$ cat src/rtl/clocks2.sv
// Ten-phase machine-cycle timing generator: divides xtal_in into ten active-low
// phase strobes plus ROM, RAS and column-address strobes, all registered.
module clocks2 #(
  parameter int PHASE_DIV = 4
) (
  input  logic        xtal_in,
  input  logic        init,
  output logic [10:1] tn,
  output logic        t_romn,
  output logic        A_stolb,
  output logic        t_RASn
);

  localparam int PD_W = (PHASE_DIV > 2) ? $clog2(PHASE_DIV) : 1;
  localparam logic [PD_W-1:0] PD_LAST = PD_W'(PHASE_DIV - 1);

  logic [PD_W-1:0] pdiv, pdiv_nxt;
  logic [3:0]      ph, ph_nxt;

  function automatic logic [10:1] tn_decode(input logic [3:0] p);
    logic [10:1] d;
    for (int k = 1; k <= 10; k++) d[k] = (p != 4'(k));
    return d;
  endfunction

  function automatic logic in_window(input logic [3:0] p, input logic [3:0] lo,
                                     input logic [3:0] hi);
    return (p >= lo) && (p <= hi);
  endfunction

  always_comb begin
    ph_nxt   = ph;
    pdiv_nxt = pdiv;
    if (init) begin
      ph_nxt   = 4'd0;
      pdiv_nxt = '0;
    end else if (ph == 4'd0) begin
      ph_nxt   = 4'd1;
      pdiv_nxt = '0;
    end else if (pdiv == PD_LAST) begin
      pdiv_nxt = '0;
      ph_nxt   = (ph == 4'd10) ? 4'd1 : ph + 4'd1;
    end else begin
      pdiv_nxt = pdiv + 1'b1;
    end
  end

  // Outputs are decoded from the next-state phase so they change on the same
  // edge as the phase register, with no combinational path to the pins.
  always_ff @(posedge xtal_in) begin
    if (init) begin
      ph      <= 4'd0;
      pdiv    <= '0;
      tn      <= '1;
      t_romn  <= 1'b1;
      A_stolb <= 1'b0;
      t_RASn  <= 1'b1;
    end else begin
      ph      <= ph_nxt;
      pdiv    <= pdiv_nxt;
      tn      <= tn_decode(ph_nxt);
      t_romn  <= !in_window(ph_nxt, 4'd1, 4'd5);
      A_stolb <= in_window(ph_nxt, 4'd7, 4'd8);
      t_RASn  <= !in_window(ph_nxt, 4'd6, 4'd9);
    end
  end

endmodule

$ cat config.mk
export PLATFORM = sky130hd
export DESIGN_NAME = clocks2
export DESIGN_NICKNAME = d
export VERILOG_FILES = /design/src/rtl/clocks2.sv
export SDC_FILE = /design/constraint.sdc
export NUM_CORES = 1
export LEC_CHECK = 0
export BUFFER_PORTS_ARGS = -buffer_cell sky130_fd_sc_hd__clkbuf_2
export CAP_MARGIN = 20
export CORE_ASPECT_RATIO = 0.9
export CORE_MARGIN = 3
export CORE_UTILIZATION = 44
export CTS_CLUSTER_DIAMETER = 120
export DETAILED_ROUTE_END_ITERATION = 12
export GPL_TIMING_DRIVEN = 0
export HOLD_SLACK_MARGIN = 0.08
export PLACE_DENSITY = 0.77
export SLEW_MARGIN = 20
export SYNTH_ARGS = -nofsm -noshare
export SYNTH_HDL_FRONTEND = slang
export SYNTH_SLANG_ARGS = --single-unit
$ cat constraint.sdc
create_clock -name xtal_in -period 1.82 [get_ports xtal_in]
set_clock_uncertainty 0.2 [all_clocks]
set_input_delay 0.546 -clock xtal_in [delete_from_list [all_inputs] [get_ports xtal_in]]
set_output_delay 0.546 -clock xtal_in [all_outputs]
set_load 0.01 [all_outputs]
-- Word-level counts from Yosys, hierarchy flattened
Cells that the tools add are included.
W data, S select, Z words.
- magnitude comparators: 6
- equality and inequality tests: 12
- muxes and demuxes: 4
- add/sub/neg operators: 2
- reductions and logical operators: 7
- operators with widths (cell ; number):
    $mux W4 ; 4
    $ne A4 B3 Y1 const B ; 4
    $ne A4 B4 Y1 const B ; 3
    $ge A4 B3 Y1 const B ; 2
    $le A4 B4 Y1 const B ; 2
    $ne A4 B2 Y1 const B ; 2
    $add A4 B1 Y4 const B ; 1
    $eq A4 B4 Y1 const B ; 1
    $ge A4 B1 Y1 const B ; 1
    $le A4 B3 Y1 const B ; 1
    $logic_not A4 Y1 ; 1
    $ne A4 B1 Y1 const B ; 1
    $logic_and A1 B1 Y1 ; 3
    $reduce_or A3 Y1 ; 1
    $add A2 B1 Y2 const B ; 1
    $eq A2 B2 Y1 const B ; 1
    $logic_not A1 Y1 ; 2
- bits in registers: 19
- bits of input ports: 2
- output and inout bits: 13
- word-level logic and storage cells: 37

-- Logic depth before layout (Yosys ltp)
- depth in word-level cells: 8
- depth in mapped cells: 6

-- Worst setup path before layout
No wires, ideal clock.
- kind: register -> register
- from: reg pdiv[0]
- to: reg A_stolb
- data arrival time: 1.045 ns
- setup time: 0.122 ns
- period minus slack after synthesis: 1.367 ns
- setup slack: 0.453 ns
- stages on the path, launching flop included: 6
- data required time: 1.498 ns
- path through: dfxtp_1 -> ha_1 -> buf_6 -> and3_4 -> a32oi_1 -> nand2_1
- cells in the longest elaborated chain, start to end: 6
- elaborated cells between the ends (all ways): 7
- those cells by class: order compare (2); eq/ne (1); mux (3); reduce/logical (1)
- RTL lines (item ; RTL line ; text):
    start, declared ; 17 ; logic [PD_W-1:0] pdiv, pdiv_nxt;
    start signal, assigned ; 60 ; pdiv <= pdiv_nxt;
    $eq A2 B2 Y1 * ; 40 ; end else if (pdiv == PD_LAST) begin
    $mux W4 * ; 40 ;
    $mux W4 * ; 37 ; end else if (ph == 4'd0) begin
    $mux W4 * ; 34 ; if (init) begin
    $ge A4 B3 Y1 or $le A4 B4 Y1 (tied branches) ; 28 ; return (p >= lo) && (p <= hi);
    $logic_and A1 B1 Y1 * ; 28 ;
    end signal, assigned ; 63 ; A_stolb <= in_window(ph_nxt, 4'd7, 4'd8);
    end, declared ; 10 ; output logic A_stolb,
Every way passes the cells marked *; elsewhere a longest branch is shown, timed or not.
A chain may end at the register's enable or synchronous reset.

-- Worst setup path in the final report
- from: reg tn[3] in the netlist's numbering
- to: out tn[3] in the netlist's numbering
- RTL lines (item ; RTL line ; text):
    start, declared ; 8 ; output logic [10:1] tn,
    start signal, assigned ; 61 ; tn <= tn_decode(ph_nxt);
No word-level cell between the ends.

==> metrics.yaml <==
detailed_routing:
  avgRoutedWirePerCell_um: 11.0
  drc: 0
  vias_per_cell: 5.26
  detail-route-antenna-nets: 0
  initialDrtViolationCount: 7
  drt_pre_antenna_iters: 4
  num_vias: 647
  finalWirelength_um: 1350
critical_path:
  worstSetupPathType: "reg -> out"
  cp.depth: 1
  path_cells: "clkbuf_2"
  cp_top_family: "flip-flops"
  critical-path-slowest-cell: "dfxtp_1"
  setup.worst_path.start: "tn[3]$_SDFF_PP1_"
  crit_path_start_kind: "register"
  r2r_end: "t_romn$_SDFF_PP1_"
  crit_buf_inv: 1
  arrival_ps: 740
  slowest_delay_ps: 320
  r2r_start: "pdiv[0]$_SDFF_PP0_"
  worstPathRequired_ps: 1070
  crit_fanout: 1
  rrSetupSlack_ps: 360
  ff2ff_path_depth: 6
  crit_end: "tn[3]"
  cp-end-kind: "primary output"
timing:
  finalSetupTns_ps: 0
  finalMaxSlewViolations: 0
  relSlewSlack: 0.714
  fin_crit_sh: 0.819
  worst_pin_slew_ps: 429
  timing.fmax_ghz: 0.671
  fin_crit_ps: 1490
  setup-violations-final: 0
  timing.final.ws_setup_ps: 330
  finalHoldViolCount: 0
  rsz0062_at_grt: "false"
place:
  gp_congestion: 0.756
  numPortBuffers: 14
  place_hpwl_um: 984
  pre_cts_ws_ps: 275
final_layout:
  regArea_um2: 380
  num_antenna_cells: 0
  fillers: 184
  drive_above_1_share: 0.323
  multi_input_area_um2: 357
  fin_nets: 103
  area_growth_pct: 15.6
global_routing:
  grt-ovfl-total: 0
  grt_usage: 0.122
  antenna_found_initial: 0
  grt_pass1_wl_um: 2190
  grt_pass1_vias: 532
  grt_max_degree: 12
die:
  die-width_um: 51.4
  row_count: 14
  num_io_pins: 15
  die_y_um: 46.9
  dieArea_um2: 2410
  core_area_um2: 1720
  start_util: 0.475
status:
  status: "finished clean"
clocking:
  clockBufferDepth: 2
  cts_buffers: 3
  cts.sinks: 19
  holdBufCountCts: 0
  cts_tree: "yes"
  clk_latency_ps: 300
  cts_resized: 0
  path_clk_slew_ps: 100
  cts-htree-levels: 1
  cts-root-buf: "clkbuf_4"
  cts_setup_buffers: 0
pwr:
  total_leakage_power_nw: 0.398
  p_clk_frac: 0.311
  p_per_area_nw_per_um2: 714
  p_switching_uw: 153
  swShare: 0.226
  pwr-share-seq: 0.633
  intPower_uw: 521
  irDropWorstVdd_mv: 0.374
  p_comb_frac: 0.057
yosys:
  yosysWarnings: 0
  synth_area_um2: 816
  synthArstFlopShare: 0
  yosys.area.top_type_share: 0.466
  yosysMostFrequentCell: "dfxtp_1"
  synth-seq-cells: 19
  syn-num-nets: 84
  synth-edff-count: 0
  synth_area_leaders: "dfxtp_1 47%, buf_6 6.9%, nor2_1 2.8%, a21oi_1 2.5%, mux2i_1 2.5%"
  avgSynthCellArea_um2: 10.1
  synth_ff_type: "dfxtp_1"
  ys_top_cells_by_count: "19 x dfxtp_1, 6 x nor2_1, 5 x buf_6, 5 x nand2_1, 4 x a21oi_1"
  synth_top_cell_by_area: "dfxtp_1"
  synth_seq_area_share: 0.466
  synthDistinctLibCells: 38
  synth_cells: 81
worst_hold_path:
  worst_hold_path_type: "reg -> reg"
job:
  cap_viol_max_count: 0
[power groups by stage]
stage / registers, mW / clock network [mW] / logic [mW]
2_1_floorplan: 0.437 / 0 / 0.0269
3_3_place_gp: 0.436 / 0 / 0.0372
3_5_place_dp: 0.436 / 0 / 0.0384
4_1_cts: 0.426 / 0.218 / 0.0385
5_1_grt: 0.427 / 0.234 / 0.0428
6_report: 0.426 / 0.209 / 0.0381
[layout make-up]
cell class | instances | area share
plain buffers | 8 | 0.0796
clock buffers | 3 | 0.0239
clock inverters | 1 | 0.00531
inverters | 1 | 0.00398
multi-input cells | 53 | 0.378
flip-flops and latches | 19 | 0.403
well taps | 24 | 0.0318
repair buffers | 14 | 0.0743
[cell usage in the layout (no fill, tap or decap), drive strengths merged]
cell type,synthesis,final
a21oi,5,5
a31oi,1,1
a32oi,1,1
and2b,1,1
and3,1,1
and3b,1,1
buf,7,7
clkbuf,1,18
clkinv,0,1
dfxtp,19,19
ha,1,1
inv,1,1
mux2i,2,2
nand2,5,5
nand2b,2,2
nand3,2,2
nand3b,1,1
nand4,1,1
nand4b,1,1
nor2,6,6
nor2b,2,2
nor3,3,3
nor3b,2,2
nor4,2,2
nor4b,1,1
o21a,1,1
o21ai,2,2
o21ba,2,2
o21bai,1,1
o31a,1,1
o32ai,1,1
or2,2,2
xnor2,1,1
xor2,1,1
[metal layers]
layer / wire length (µm) / global-route usage / vias to the layer above
li1: - / - / 317
met1: 625 / 0.154 / 308
met2: 607 / 0.206 / 19
met3: 95 / 0.0286 / 3
met4: 23 / 0.0471 / 0
met5: 0 / 0 / -
[metrics by stage]
step	hold WS [ps]	utilization	power [mW]	cell area, µm²	cells
after global placement	215	0.534	0.473	916	119
after CTS	240	0.550	0.683	943	123
after floorplan	207	-	0.464	816	81
after global routing	259	0.550	0.704	943	123
final	233	0.550	0.673	943	123
after detailed placement	224	0.534	0.474	916	119
[how the worst min path moves through the flow]
stage / startpoint / to / cells past startpoint
after floorplan: pdiv[0]$_SDFF_PP0_ / pdiv[0]$_SDFF_PP0_ / 1
after detailed placement: pdiv[0]$_SDFF_PP0_ / pdiv[0]$_SDFF_PP0_ / 1
after CTS: pdiv[0]$_SDFF_PP0_ / pdiv[0]$_SDFF_PP0_ / 1
after global routing: pdiv[0]$_SDFF_PP0_ / pdiv[0]$_SDFF_PP0_ / 1
after global placement: pdiv[0]$_SDFF_PP0_ / pdiv[0]$_SDFF_PP0_ / 1
final: pdiv[0]$_SDFF_PP0_ / pdiv[0]$_SDFF_PP0_ / 1
[logic make-up (layout without fill, tap and decap cells)]
family / count (synthesis) / after routing / synth area share
XOR/XNOR: 2 / 2 / 0.0215
adder cells (fa/ha/maj): 1 / 1 / 0.0153
AO/OA/AOI/OAI: 15 / 15 / 0.130
multiplexers: 2 / 2 / 0.0245
flip-flops: 19 / 19 / 0.466
buffers and inverters: 9 / 27 / 0.0966
AND/OR/NAND/NOR: 33 / 33 / 0.245
[registers in the layout (all words and copies together) (netlist names)]
name,count
A_stolb,1
pdiv,2
ph,4
t_RASn,1
t_romn,1
tn,10
No activity file was read; power rests on OpenSTA's default activity.
